[src/rtl/sl_pkg.sv]
// Shared definitions for the serial-line word receiver: register field
// positions, reset config, FSM states and small field helpers.
package sl_pkg;

  // Status register bit positions
  localparam int ST_LEN_ERR = 0;
  localparam int ST_READY   = 3;
  localparam int ST_PAR_ERR = 4;
  localparam int ST_LVL_ERR = 5;

  // Config register field positions
  localparam int CFG_PCE     = 0;
  localparam int CFG_LEN_LSB = 1;
  localparam int CFG_LEN_MSB = 6;

  localparam logic [15:0] CFG_RESET = 16'h0010;  // LEN=8, PCE=0
  localparam logic [5:0]  MAX_LEN   = 6'd32;
  localparam logic [5:0]  CNT_SAT   = 6'd63;

  typedef enum logic [2:0] {
    S_IDLE = 3'd0,
    S_BIT0 = 3'd1,
    S_BIT1 = 3'd2,
    S_STOP = 3'd3,
    S_LVL  = 3'd4
  } sl_state_e;

  // Word length taken from config, clamped to the data path width
  function automatic logic [5:0] eff_len(input logic [15:0] cfg);
    logic [5:0] l;
    l = cfg[CFG_LEN_MSB:CFG_LEN_LSB];
    return (l > MAX_LEN) ? MAX_LEN : l;
  endfunction

  // Mask with the low 'len' bits set
  function automatic logic [31:0] len_mask(input logic [5:0] len);
    logic [31:0] m;
    m = '0;
    for (int i = 0; i < 32; i++)
      if (i < int'(len)) m[i] = 1'b1;
    return m;
  endfunction

endpackage

[src/rtl/sl_receiver_if.sv]
// Host register interface of the serial-line receiver.
interface sl_receiver_if;
  logic        wr_enable;
  logic [15:0] wr_config_w;
  logic [15:0] r_config_w;
  logic [31:0] data_w;
  logic [15:0] status_w;
  logic        word_picked;
  logic        data_status_changed;

  modport master (
    output wr_enable, wr_config_w, word_picked,
    input  r_config_w, data_w, status_w, data_status_changed
  );

  modport slave (
    input  wr_enable, wr_config_w, word_picked,
    output r_config_w, data_w, status_w, data_status_changed
  );
endinterface

[src/rtl/sl_line_sync.sv]
// Multi-stage synchronizer for a bundle of asynchronous, idle-high lines.
module sl_line_sync #(
  parameter int NUM_LANES   = 2,
  parameter int SYNC_STAGES = 2
) (
  input  logic                 clk,
  input  logic                 rst,
  input  logic [NUM_LANES-1:0] line_a,
  output logic [NUM_LANES-1:0] line_s
);

  logic [SYNC_STAGES-1:0][NUM_LANES-1:0] sync_q, sync_d;

  // Shift each lane one stage deeper per clock
  always_comb begin
    sync_d    = sync_q;
    sync_d[0] = line_a;
    for (int s = 1; s < SYNC_STAGES; s++) sync_d[s] = sync_q[s-1];
  end

  // Reset to the idle-high level so no false pulse is seen after reset
  always_ff @(posedge clk) begin
    if (rst) sync_q <= '1;
    else     sync_q <= sync_d;
  end

  assign line_s = sync_q[SYNC_STAGES-1];

endmodule

[src/rtl/sl_receiver.sv]
// Two-wire serial-line word receiver: self-timed bit capture, frame
// evaluation at end-of-word, config/status/data registers for the host.
module sl_receiver
  import sl_pkg::*;
#(
  parameter int LEVEL_TIMEOUT = 128,
  parameter int SYNC_STAGES   = 2
) (
  input  logic clk,
  input  logic rst,
  input  logic serial_line_zeroes_a,
  input  logic serial_line_ones_a,
  sl_receiver_if.slave host
);

  localparam int TMR_W = $clog2(LEVEL_TIMEOUT + 1);
  localparam logic [TMR_W-1:0] TMR_LAST = TMR_W'(LEVEL_TIMEOUT - 1);

  logic [1:0] line_s;
  logic       z, o;

  sl_line_sync #(
    .NUM_LANES   (2),
    .SYNC_STAGES (SYNC_STAGES)
  ) u_sync (
    .clk    (clk),
    .rst    (rst),
    .line_a ({serial_line_ones_a, serial_line_zeroes_a}),
    .line_s (line_s)
  );

  assign z = line_s[0];
  assign o = line_s[1];

  sl_state_e        state_q, state_d;
  logic [5:0]       cnt_q, cnt_d;
  logic             par_q, par_d;
  logic [32:0]      rx_q, rx_d;
  logic [TMR_W-1:0] tmr_q, tmr_d;
  logic [15:0]      cfg_q, cfg_d;
  logic [31:0]      data_q, data_d;
  logic [15:0]      status_q, status_d;
  logic             dsc_q, dsc_d;

  logic       timed;
  logic       store;
  logic       bit_v;
  logic       eval;
  logic [5:0] len;
  logic       perr;

  assign len   = eff_len(cfg_q);
  assign perr  = ~par_q;  // odd parity over data+parity is required
  assign timed = (state_q == S_BIT0) || (state_q == S_BIT1) || (state_q == S_STOP);

  // Next state, bit capture, frame evaluation and host register updates
  always_comb begin
    state_d  = state_q;
    cnt_d    = cnt_q;
    par_d    = par_q;
    rx_d     = rx_q;
    tmr_d    = '0;
    cfg_d    = cfg_q;
    data_d   = data_q;
    status_d = status_q;
    store    = 1'b0;
    bit_v    = 1'b0;
    eval     = 1'b0;

    if (host.wr_enable) cfg_d = host.wr_config_w;

    // Acknowledge clears ready; a frame accepted this cycle sets it again below
    if (host.word_picked) status_d[ST_READY] = 1'b0;

    if (timed) tmr_d = tmr_q + 1'b1;

    if (timed && (tmr_q == TMR_LAST)) begin
      // A line stuck low: drop the partial frame, keep the last good word
      state_d              = S_LVL;
      cnt_d                = '0;
      par_d                = 1'b0;
      status_d[ST_LVL_ERR] = 1'b1;
    end else begin
      case (state_q)
        S_IDLE: begin
          if (!z && !o)  state_d = S_STOP;
          else if (!z)   state_d = S_BIT0;
          else if (!o)   state_d = S_BIT1;
        end
        S_BIT0: begin
          if (z) begin
            store   = 1'b1;
            bit_v   = 1'b0;
            state_d = S_IDLE;
          end else if (!o) begin
            state_d = S_STOP;
          end
        end
        S_BIT1: begin
          if (o) begin
            store   = 1'b1;
            bit_v   = 1'b1;
            state_d = S_IDLE;
          end else if (!z) begin
            state_d = S_STOP;
          end
        end
        S_STOP:  if (z && o) state_d = S_IDLE;
        S_LVL:   if (z && o) state_d = S_IDLE;
        default: state_d = S_IDLE;
      endcase
      eval = (state_d == S_STOP) && (state_q != S_STOP);
    end

    if (store) begin
      if (cnt_q <= MAX_LEN) rx_d[cnt_q] = bit_v;
      if (cnt_q != CNT_SAT) cnt_d = cnt_q + 6'd1;
      if (bit_v) par_d = ~par_q;
    end

    // Frame evaluation on end-of-word; last received bit is the parity bit
    if (eval) begin
      if (cnt_q == 6'd0) begin
        // empty frame: nothing to report
      end else if ({1'b0, cnt_q} != ({1'b0, len} + 7'd1)) begin
        status_d[ST_LEN_ERR] = 1'b1;
        status_d[ST_PAR_ERR] = 1'b0;
        status_d[ST_LVL_ERR] = 1'b0;
      end else if (cfg_q[CFG_PCE] && perr) begin
        status_d[ST_LEN_ERR] = 1'b0;
        status_d[ST_PAR_ERR] = 1'b1;
        status_d[ST_LVL_ERR] = 1'b0;
      end else begin
        data_d               = rx_q[31:0] & len_mask(len);
        status_d[ST_READY]   = 1'b1;
        status_d[ST_LEN_ERR] = 1'b0;
        status_d[ST_LVL_ERR] = 1'b0;
        status_d[ST_PAR_ERR] = perr;
      end
      cnt_d = '0;
      par_d = 1'b0;
    end

    dsc_d = (data_d != data_q) || (status_d != status_q);
  end

  // State and register flops; reset aborts any frame in progress
  always_ff @(posedge clk) begin
    if (rst) begin
      state_q  <= S_IDLE;
      cnt_q    <= '0;
      par_q    <= 1'b0;
      rx_q     <= '0;
      tmr_q    <= '0;
      cfg_q    <= CFG_RESET;
      data_q   <= '0;
      status_q <= '0;
      dsc_q    <= 1'b0;
    end else begin
      state_q  <= state_d;
      cnt_q    <= cnt_d;
      par_q    <= par_d;
      rx_q     <= rx_d;
      tmr_q    <= tmr_d;
      cfg_q    <= cfg_d;
      data_q   <= data_d;
      status_q <= status_d;
      dsc_q    <= dsc_d;
    end
  end

  assign host.r_config_w          = cfg_q;
  assign host.data_w              = data_q;
  assign host.status_w            = status_q;
  assign host.data_status_changed = dsc_q;

endmodule

[src/flat_wrapper.sv]
// flat-port wrapper written by rule: the top's interface ports become plain ports
module sl_receiver_flat import sl_pkg::*;
#(
  parameter int LEVEL_TIMEOUT = 128,
  parameter int SYNC_STAGES   = 2
)
  (clk, rst, serial_line_zeroes_a, serial_line_ones_a, host_wr_enable, host_wr_config_w, host_word_picked, host_r_config_w, host_data_w, host_status_w, host_data_status_changed);
  sl_receiver_if host_i ();
  input  logic clk;
  input  logic rst;
  input  logic serial_line_zeroes_a;
  input  logic serial_line_ones_a;
  input wire logic [$bits(host_i.wr_enable)-1:0] host_wr_enable;
  input wire logic [$bits(host_i.wr_config_w)-1:0] host_wr_config_w;
  input wire logic [$bits(host_i.word_picked)-1:0] host_word_picked;
  output wire logic [$bits(host_i.r_config_w)-1:0] host_r_config_w;
  output wire logic [$bits(host_i.data_w)-1:0] host_data_w;
  output wire logic [$bits(host_i.status_w)-1:0] host_status_w;
  output wire logic [$bits(host_i.data_status_changed)-1:0] host_data_status_changed;
  assign host_i.wr_enable = host_wr_enable;
  assign host_i.wr_config_w = host_wr_config_w;
  assign host_i.word_picked = host_word_picked;
  assign host_r_config_w = host_i.r_config_w;
  assign host_data_w = host_i.data_w;
  assign host_status_w = host_i.status_w;
  assign host_data_status_changed = host_i.data_status_changed;
  sl_receiver #(.LEVEL_TIMEOUT(LEVEL_TIMEOUT), .SYNC_STAGES(SYNC_STAGES)) u_core (.clk(clk), .rst(rst), .serial_line_zeroes_a(serial_line_zeroes_a), .serial_line_ones_a(serial_line_ones_a), .host(host_i));
endmodule
[config.mk]
export PLATFORM = sky130hd
export DESIGN_NAME = sl_receiver_flat
export DESIGN_NICKNAME = d
export VERILOG_FILES = /design/src/rtl/sl_pkg.sv /design/src/rtl/sl_receiver_if.sv /design/src/rtl/sl_line_sync.sv /design/src/rtl/sl_receiver.sv /design/src/flat_wrapper.sv
export SDC_FILE = /design/constraint.sdc
export NUM_CORES = 1
export LEC_CHECK = 0
export CORE_ASPECT_RATIO = 0.5
export CORE_MARGIN = 3
export CORE_UTILIZATION = 40
export CTS_CLUSTER_DIAMETER = 120
export DETAILED_ROUTE_END_ITERATION = 10
export GPL_TIMING_DRIVEN = 0
export SYNTH_ARGS = -nofsm -noshare
export SYNTH_HDL_FRONTEND = slang
export SYNTH_SLANG_ARGS = --single-unit
[constraint.sdc]
create_clock -name clk -period 4.4 [get_ports clk]
set_clock_uncertainty 0.2 [all_clocks]
set_input_delay 0.66 -clock clk [delete_from_list [all_inputs] [get_ports clk]]
set_output_delay 0.66 -clock clk [all_outputs]
set_load 0.03 [all_outputs]
; ---- After elaboration in Yosys (flattened, before gate mapping)
; Cells that the tools add are included.
[totals]
inputBits = 22
wordCells = 286
reg_bits = 108
[classes]
order_cmp = 36
eq_ne = 11
mux = 203
add_sub_neg = 3
reduce_logical = 18
n_bitwise = 3
[ops]
columns = op, count
row1 = 2-to-1 mux 1 bit, 179
row2 = 2-to-1 mux 32 bit, 4
row3 = "< comparator 5 x 6 -> 1 bit, first input constant", 16
row4 = "< comparator 4 x 6 -> 1 bit, first input constant", 8
row5 = 2-to-1 mux 3 bit, 12
row6 = bitwise mux 33 bit, 1
row7 = AND 32 bit, 1
row8 = != test 32 bit, 1
row9 = "< comparator 3 x 6 -> 1 bit, first input constant", 4
row10 = 2-to-1 mux 6 bit, 4
row11 = "< comparator 1 x 6 -> 1 bit, first input constant", 2
row12 = "< comparator 2 x 6 -> 1 bit, first input constant", 2
row13 = case mux 3 bit (4 select lines), 1
row14 = "equality test 3 x 2 -> 1 bit, second input constant", 3
row15 = "adder 8 x 1 -> 8 bit, second input constant", 1
row16 = "equality test 8 x 7 -> 1 bit, second input constant", 1
row17 = OR reduction 2 bit, 4
row18 = "adder 6 x 1 -> 7 bit, second input constant", 1
row19 = "< comparator 6 x 7 -> 1 bit, second input constant", 1
row20 = != test 6 x 7 -> 1 bit, 1
row21 = "adder 6 x 1 -> 6 bit, second input constant", 1
row22 = demux 1 bit (select 6 bit), 1
row23 = "greater-or-equal comparator 6 x 1 -> 1 bit, second input constant", 1
row24 = "greater-than comparator 6 bit, second input constant", 1
row25 = 14 further kinds, 23

; ---- Depth between registers and ports, before layout
; Gate-level depths: netlist (run 1).
[depth]
ltp_word = 16
mapped_depth = 16
ltp_nobuf = 10

; ---- Hierarchy
; From an unflattened synthesis (run 1), not the netlist that was laid out.
[unflattened]
cells_unflattened = 688
hier_area_um2 = 5570.3
[modules_own_cells]
columns = mod, seq_area_each_um2, cells_each, n_inst, area_each_um2
row1 = sl_receiver, 2062.0, 680, 1, 5465.2
row2 = sl_line_sync, 80.1, 8, 1, 105.1

; ---- Least setup slack after synthesis (run 1)
; Ideal clock, no wire load.
[synth_timing]
path_type = flip-flop to flip-flop
from = register u_core.cfg_q[6], in the netlist u_core.host.r_config_w[6]
to = register u_core.data_q[16], in the netlist u_core.host.data_w[16]
path_stages_with_launch = 17
t_required_ns = 4.068
setup_ns = 0.132
arrival_ns = 3.368
setup_slack_ns = 0.700
path_cell_list = dfxtp_1 clkbuf_1 buf_2 buf_2 buf_1 nor2b_1 ha_1 nand3_1 mux2i_1 xor2_1 nand3_1 or3_1 buf_2 buf_6 clkbuf_1 nand2_1 a21oi_1
[synth_via]
elab_chain_len = 13
[synth_lines]
columns = item, line
row1 = "start, declared", sl_receiver.sv:40  ; logic [15:0] cfg_q, cfg_d;
row2 = "start signal, assigned", sl_receiver.sv:165  ; cfg_q <= cfg_d;
row3 = greater-than comparator 6 bit, sl_pkg.sv:32  ; return (l > MAX_LEN) ? MAX_LEN : l;
row4 = 2-to-1 mux 6 bit *, sl_pkg.sv:32
row5 = < comparator 5 x 6 -> 1 bit, sl_pkg.sv:40  ; if (i < int'(len)) m[i] = 1'b1;
row6 = 2-to-1 mux 1 bit, sl_pkg.sv:40
row7 = 2-to-1 mux 1 bit, sl_receiver.sv:129  ; end else if (cfg_q[CFG_PCE] && perr) begin
row8 = 2-to-1 mux 1 bit, sl_receiver.sv:125  ; end else if ({1'b0, cnt_q} != ({1'b0, len} + 7'd1)) begin
row9 = 2-to-1 mux 1 bit, sl_receiver.sv:123  ; if (cnt_q == 6'd0) begin
row10 = 2-to-1 mux 1 bit, sl_receiver.sv:122  ; if (eval) begin
row11 = AND 32 bit, sl_receiver.sv:134  ; data_d = rx_q[31:0] & len_mask(len);
row12 = 2-to-1 mux 32 bit, sl_receiver.sv:129
row13 = 2-to-1 mux 32 bit *, sl_receiver.sv:125
row14 = 2-to-1 mux 32 bit *, sl_receiver.sv:123
row15 = 2-to-1 mux 32 bit *, sl_receiver.sv:122
row16 = "end signal, assigned", sl_receiver.sv:166  ; data_q <= data_d;
row17 = "end, declared", sl_receiver.sv:41  ; logic [31:0] data_q, data_d;
; Mark *: on every way between the ends. The rest lies on a longest branch, timed or not. The select of a mux whose other input is x is not followed.
; A chain may end at the register's enable or synchronous reset.

; ---- Worst setup path in the final report (run 1)
[layout_timing]
from = register u_core.cfg_q[6], in the netlist u_core.host.r_config_w[6]
to = register u_core.dsc_q, in the netlist u_core.host.data_status_changed
[layout_via]
elab_chain_len = 15
[layout_lines]
columns = item, line
row1 = greater-than comparator 6 bit, sl_pkg.sv:32
row2 = 2-to-1 mux 6 bit *, sl_pkg.sv:32
row3 = < comparator 1 x 6 -> 1 bit (tied with other cells), sl_pkg.sv:40
row4 = 2-to-1 mux 1 bit, sl_pkg.sv:40
row5 = 2-to-1 mux 1 bit, sl_receiver.sv:129
row6 = 2-to-1 mux 1 bit, sl_receiver.sv:125
row7 = 2-to-1 mux 1 bit, sl_receiver.sv:123
row8 = 2-to-1 mux 1 bit, sl_receiver.sv:122
row9 = AND 32 bit, sl_receiver.sv:134
row10 = 2-to-1 mux 32 bit, sl_receiver.sv:129
row11 = 2-to-1 mux 32 bit, sl_receiver.sv:125
row12 = 2-to-1 mux 32 bit, sl_receiver.sv:123
row13 = 2-to-1 mux 32 bit, sl_receiver.sv:122
row14 = != test 32 bit, sl_receiver.sv:144  ; dsc_d = (data_d != data_q) || (status_d != status_q);
row15 = logical OR 1 bit *, sl_receiver.sv:144
row16 = "end signal, assigned", sl_receiver.sv:168  ; dsc_q <= dsc_d;
row17 = "end, declared", sl_receiver.sv:43  ; logic dsc_q, dsc_d;
; Marks and branches as above.

==> flow_metrics.env, run 1 <==
export IMPL_cts_sinks=107
export IMPL_wl_per_cell_um=18.08
export IMPL_max_slew_margin_pct=43.29
export IMPL_path_clk_slew_ns=0.07
export IMPL_drcViolationCount=0
export IMPL_pwr_share_clk_pct=42.5
export IMPL_finalCriticalPeriod_ns=4.012
export IMPL_p_seq_share_pct=47.4
export IMPL_cts_tree="yes"
export IMPL_grt_util_met3_pct=5.556
export IMPL_fin_cells=1005
export IMPL_finalHoldViolCount=0
export IMPL_multi_input_area_mm2=0.003117
export IMPL_area_growth_syn_to_layout_pct=23.44
export IMPL_power_frac_comb_pct=10.1
export IMPL_postCtsSetupRepairBufs=0
export IMPL_switching_share_pct=25.39
export IMPL_globalRouteOverflowTotal=0
export IMPL_critPathLaunchType="register"
export IMPL_synth_top_cells_by_count="dfxtp_1, nand2_1, nor2_1, a21oi_1, o21ai_0"
export IMPL_ys_seq_elements=107
export IMPL_placed_area_mm2=0.006610
export IMPL_cp_max_fo=11
export IMPL_avgSynthCellArea_um2=7.788
export IMPL_clock_path_buffers=2
export IMPL_cp_required_ns=4.39
export IMPL_peakVddDrop_mv=0.1590
export IMPL_antenna_found_initial=0
export IMPL_synth_area_mm2=0.005615
export IMPL_async_reset_ff_share_pct=0
export IMPL_tightest_slew_ns=0.8441
export IMPL_syn_inst=721
export IMPL_min_path_type="register to register"
export IMPL_utilization_pct=52.63
export IMPL_critical_path_class="register to register"
export IMPL_place_congestion=0.9465
export IMPL_globalRouteMet2Util_pct=33.90
export IMPL_cts_inserted_buffers=9
export IMPL_viasPerCell=5.478
export IMPL_yosysMostFrequentCell="dfxtp_1"
export IMPL_grt_pass1_vias=4981
export IMPL_power_density_mw_per_mm2=302.4
export IMPL_final_antenna_net_count=0
export IMPL_grt_total_usage_pct=22.99
export IMPL_fp_dieH_um=89.78
export IMPL_place_inst=990
export IMPL_start_util_pct=42.63
export IMPL_yosysUniqueCellTypes=70
export IMPL_dr_pass1_iters=5
export IMPL_drt_initial_drc_count=469
export IMPL_cts_root_buffer="clkbuf_16"
export IMPL_grt_max_degree=19
export IMPL_die_w_um=173.6
export IMPL_crit_arrival_ns=4.01
export IMPL_ys_warn_count=0
export IMPL_status="complete, no violations"
export IMPL_die_area_mm2=0.01558
export IMPL_vias=5505
export IMPL_dpl_hpwl_um=14030
export IMPL_regArea_mm2=0.002143
export IMPL_wl_um=18170
export IMPL_p_switching_uw=532.1
export IMPL_synth_area_leaders="dfxtp_1, a21oi_1, nand2_1"
export IMPL_intPower_uw=1564
export IMPL_hold_ws_ns=0.2157
export IMPL_cts_htree_levels=3
export IMPL_synth_top_cell_area_share_pct=38.15
export IMPL_final_area_mm2=0.006932
export IMPL_ys_seq_area_share_pct=38.15
export IMPL_cpMostUsedCell="buf_2"
export IMPL_io_buffer_count=72
export IMPL_rsz0062_at_grt="false"
export IMPL_leakage_uw=0.002486
export IMPL_nNetsFinal=842
export IMPL_drive_above_1_share_pct=7.204
export IMPL_clkLatencyLatePin_ns=0.35
export IMPL_slew_violations=0
export IMPL_grt_pass1_wl_um=28350
export IMPL_synth_edf_count=0
export IMPL_coreArea_mm2=0.01317
export IMPL_fmax_mhz=249.2
export IMPL_endpoint_kind="register"
export IMPL_maxCapViolCount=0
export IMPL_synth_area_leader_cell="dfxtp_1"
export IMPL_nFillCells=1330
export IMPL_cpPeakStageDelay_ns=0.46
export IMPL_cp_cell_sequence="buf_2 -> buf_2 -> buf_2 -> nor2b_1 -> ha_1 -> clkbuf_2 -> o211a_1 -> o21ai_0 -> xor2_1 -> o2111ai_1 -> nor4_1 -> a31o_1 -> a41oi_1"
export IMPL_setup_viol=0
export IMPL_num_rows=29
export IMPL_num_io_pins=87
export IMPL_finalCritPeriodShare_pct=91.18
export IMPL_grt_busiest_layer="met1"
export IMPL_n_antenna_cell=0
export IMPL_critPathSlowestCell="dfxtp_2"
export IMPL_synth_flop_cell="dfxtp_1"
export IMPL_grtUsageMet1_pct=34.00
## cells by family after synthesis
family                     after synthesis  share of synthesized area [%]
and+or+nand+nor                        301                          26.16
AOI/OAI and AO/OA                      166                          18.09
DFF                                    107                          38.15
buffers and inverters                   86                          7.086
muxes                                   30                          5.370
xor gates and xnor gates                24                          3.743
adders and majority gates                6                          1.337
other                                    1                        0.06678
## critical path: cells and delay by family (launching register included)
| kind | cells | cell delay, ns |
|---|---|---|
| AOI/OAI and AO/OA | 5 | 1.21 |
| buffers and inverters | 4 | 1.01 |
| and+or+nand+nor | 2 | 0.57 |
| DFF | 1 | 0.46 |
| adders and majority gates | 1 | 0.21 |
| xor gates and xnor gates | 1 | 0.20 |
## cell usage in the layout (no fill, tap or decap), drive strengths merged, types with 28 or more instances in the layout
| cell type | synthesis | layout |
|---|---|---|
| clkbuf | 36 | 45 |
| a21oi | 71 | 71 |
| clkdlybuf4s50 | 0 | 72 |
| nor2 | 77 | 77 |
| buf | 28 | 28 |
| nand3 | 35 | 35 |
| dfxtp | 107 | 107 |
| o21ai | 39 | 39 |
| nand2 | 86 | 86 |
| mux2i | 29 | 29 |
## registers in the layout, indices dropped and copies added, names as in the netlist
register,count
u_core.par_q,1
u_core.u_sync.line_s,2
u_core.host.r_config_w,16
u_core.host.status_w,4
u_core.host.data_status_changed,1
u_core.u_sync.sync_d,2
u_core.rx_q,32
u_core.state_q,3
u_core.tmr_q,8
u_core.cnt_q,6
u_core.host.data_w,32
## layer usage
| metal | vias up | share of wire (%) |
|---|---|---|
| li1 | 2662 | - |
| met1 | 2583 | 50 |
| met2 | 233 | 41 |
| met3 | 27 | 8.2 |
| met4 | 0 | 1.4 |
| met5 | - | 0 |
## layout make-up
cell class / instances / area share, %
clock buffer: 10 / 3.303
sequential: 107 / 30.92
clock inverter: 6 / 1.354
multi-input combinational: 539 / 44.96
inverter: 22 / 1.191
buffer: 63 / 4.513
tap: 186 / 3.357
timing repair buffer: 72 / 10.40
## worst paths after layout
kind / startpoint / endpoint / slack (ns) / cells after the start
max: u_core.host.r_config_w[6] / u_core.host.data_status_changed / 0.39 / 13
max reg2reg: u_core.host.r_config_w[6] / u_core.host.data_status_changed / 0.39 / 13
min: u_core.u_sync.sync_d[3] / u_core.u_sync.line_s[1] / 0.22 / 1
min reg2reg: u_core.u_sync.sync_d[3] / u_core.u_sync.line_s[1] / 0.22 / 1
## metrics by stage
stage / power [µW] / setup WS, ns / setup TNS, ns
floorplan: 1149 / 0.7002 / 0
global placement: 1222 / 0.009670 / 0
detailed placement: 1224 / -0.01985 / -0.1659
CTS: 2105 / 0.1943 / 0
global route: 2165 / 0.06811 / 0
finish: 2096 / 0.3879 / 0
## power groups by stage
stage / logic (µW) / registers, µW / clock network (µW)
after floorplan: 120 / 1030 / 0
after global placement: 208 / 1010 / 0
after detailed placement: 210 / 1010 / 0
after CTS: 211 / 992 / 902
after global routing: 227 / 995 / 942
final: 212 / 993 / 891
## what timing repair did
| item | CTS | global route |
|---|---|---|
| resized for setup | 1 | 1 |
| endpoints found under the setup margin | 11 | 28 |
| hold buffers | 0 | 0 |
Power figures use the tool's default switching activity.
==> inputs of run 2 (changes only) <==
- SLEW_MARGIN: unset -> 20
==> results of run 2 <==
Same layout as run 1: the final DEF is identical, and so are final timing and power.
==> inputs of run 3 (changes only) <==
- CORE_UTILIZATION: 40 -> 30
==> run 3 against run 2 <==
Against the previous run: fmax shrank 0.37%; clock power shrank 3.3%; register-to-register slack lost 0.02 ns; core utilization shrank 14 points; combinational power is essentially flat; count of clock-buffer cells in the layout shrank 1; critical endpoint is now u_core.host.data_w[22].
==> flow_metrics.env, run 3 (same netlist as run 1, synthesis figures left out) <==
export IMPL_min_path_type="register to register"
export IMPL_io_buffer_count=72
export IMPL_cp_required_ns=4.42
export IMPL_nNetsFinal=842
export IMPL_grt_pass1_wl_um=29290
export IMPL_endpoint_kind="register"
export IMPL_num_rows=34
export IMPL_num_io_pins=87
export IMPL_grtUsageMet1_pct=26.97
export IMPL_fmax_mhz=248.3
export IMPL_placed_area_mm2=0.006670
export IMPL_grt_util_met3_pct=5.224
export IMPL_antenna_found_initial=0
export IMPL_maxCapViolCount=0
export IMPL_finalHoldViolCount=0
export IMPL_cts_sinks=107
export IMPL_final_area_mm2=0.006983
export IMPL_grt_busiest_layer="met2"
export IMPL_coreArea_mm2=0.01787
export IMPL_clock_path_buffers=2
export IMPL_grt_pass1_vias=5122
export IMPL_vias=5541
export IMPL_critical_path_class="register to register"
export IMPL_drcViolationCount=0
export IMPL_finalCritPeriodShare_pct=91.53
export IMPL_cts_root_buffer="clkbuf_16"
export IMPL_cts_htree_levels=3
export IMPL_area_growth_syn_to_layout_pct=24.35
export IMPL_cts_tree="yes"
export IMPL_globalRouteOverflowTotal=0
export IMPL_cp_max_fo=11
export IMPL_tightest_slew_ns=0.9139
export IMPL_start_util_pct=31.43
export IMPL_dr_pass1_iters=5
export IMPL_critPathLaunchType="register"
export IMPL_die_w_um=199.5
export IMPL_leakage_uw=0.002481
export IMPL_drt_initial_drc_count=513
export IMPL_drive_above_1_share_pct=7.326
export IMPL_globalRouteMet2Util_pct=28.51
export IMPL_viasPerCell=5.262
export IMPL_max_slew_margin_pct=38.60
export IMPL_final_common_cell="dfxtp_1"
export IMPL_setup_viol=0
export IMPL_clkLatencyLatePin_ns=0.37
export IMPL_final_antenna_net_count=0
export IMPL_power_density_mw_per_mm2=296.1
export IMPL_grt_total_usage_pct=18.77
export IMPL_place_congestion=0.9828
export IMPL_path_clk_slew_ns=0.08
export IMPL_grt_max_degree=20
export IMPL_final_cell_mix="dfxtp_1, nand2_1, nor2_1, clkdlybuf4s50_1, a21oi_1"
export IMPL_wl_um=19060
export IMPL_slew_violations=0
export IMPL_die_area_mm2=0.02050
export IMPL_tns_ns=0
export IMPL_setup_slack_ns=0.3729
export IMPL_peakVddDrop_mv=0.1934
export IMPL_n_antenna_cell=0
export IMPL_fp_dieH_um=102.7
export IMPL_dpl_worst_slack_ns=-0.04636
export IMPL_rrSetupSlack_ns=0.37
export IMPL_cts_inserted_buffers=9
export IMPL_wl_per_cell_um=18.10
export IMPL_finalCriticalPeriod_ns=4.027
export IMPL_status="complete, no violations"
export IMPL_rsz0062_at_grt="false"
export IMPL_crit_arrival_ns=4.05
export IMPL_dpl_hpwl_um=14450
==> run 3: changes by cell type in the layout (fill, tap and decap cells not counted) <==
cell       delta
dfxtp_2       -1
dfxtp_1       +1
nor4_1        -1
inv_6         -2
nor4_2        +1
clkinv_4      +3
clkbuf_1      -1
inv_8         +1
bufinv_16     -1
==> run 3: what timing repair did <==
action / in CTS / in global routing
resized for setup: 1 / 1
buffers inserted: 0 / 0
pin swaps: 0 / 0
hold buffers: 0 / 0
gates cloned: 0 / 0
endpoints found under the setup margin: 11 / 11
==> run 3: power by group <==
| part | internal [µW] | switching (µW) |
|---|---|---|
| sequential | 980 | 12.5 |
| clock | 451 | 411 |
| combinational | 77.8 | 135 |
| total | 1510 | 559 |
==> run 3: worst paths after layout <==
kind | cells past startpoint | start | endpoint
worst max-delay path | 15 | u_core.host.r_config_w[6] | u_core.host.data_w[22]
worst min-delay path | 1 | u_core.u_sync.sync_d[3] | u_core.u_sync.line_s[1]
worst max register to register | 15 | u_core.host.r_config_w[6] | u_core.host.data_w[22]
worst min register to register | 1 | u_core.u_sync.sync_d[3] | u_core.u_sync.line_s[1]
==> run 3: layout make-up <==
type / instances / area [µm²]
clock buffers: 9 / 225.2
clock inverters: 7 / 83.83
plain buffers: 63 / 312.8
multi-input cells: 539 / 3123
inverters: 22 / 82.58
fillers: 1867 / 10880
well taps: 234 / 292.8
repair buffers: 72 / 720.7
flip-flops and latches: 107 / 2142
==> run 3: metrics by stage <==
stage / power, µW / util [%] / hold WS [ns] / std cells
finish: 2068 / 39.08 / 0.2121 / 1053
global route: 2143 / 39.08 / 0.2343 / 1053
floorplan: 1149 / - / 0.1895 / 732
global placement: 1223 / 37.33 / 0.1927 / 1038
CTS: 2086 / 39.07 / 0.2165 / 1054
detailed placement: 1225 / 37.33 / 0.1996 / 1038
==> run 3: layer usage <==
layer	vias to the layer above	share of wire, %
met5	-	0
met4	0	0.96
met3	18	9.7
met2	233	42
met1	2633	47
li1	2657	-
==> run 3: worst max-delay path, stage by stage (launching register included) <==
cell,delay (ns)
dfxtp_1,0.52
buf_2,0.28
buf_2,0.27
buf_2,0.31
nor2b_1,0.12
ha_1,0.25
nand3_1,0.11
mux2i_1,0.22
xor2_1,0.24
nand3_1,0.17
or3_1,0.41
buf_2,0.17
buf_6,0.14
clkbuf_1,0.25
nand2_1,0.13
a21oi_1,0.07
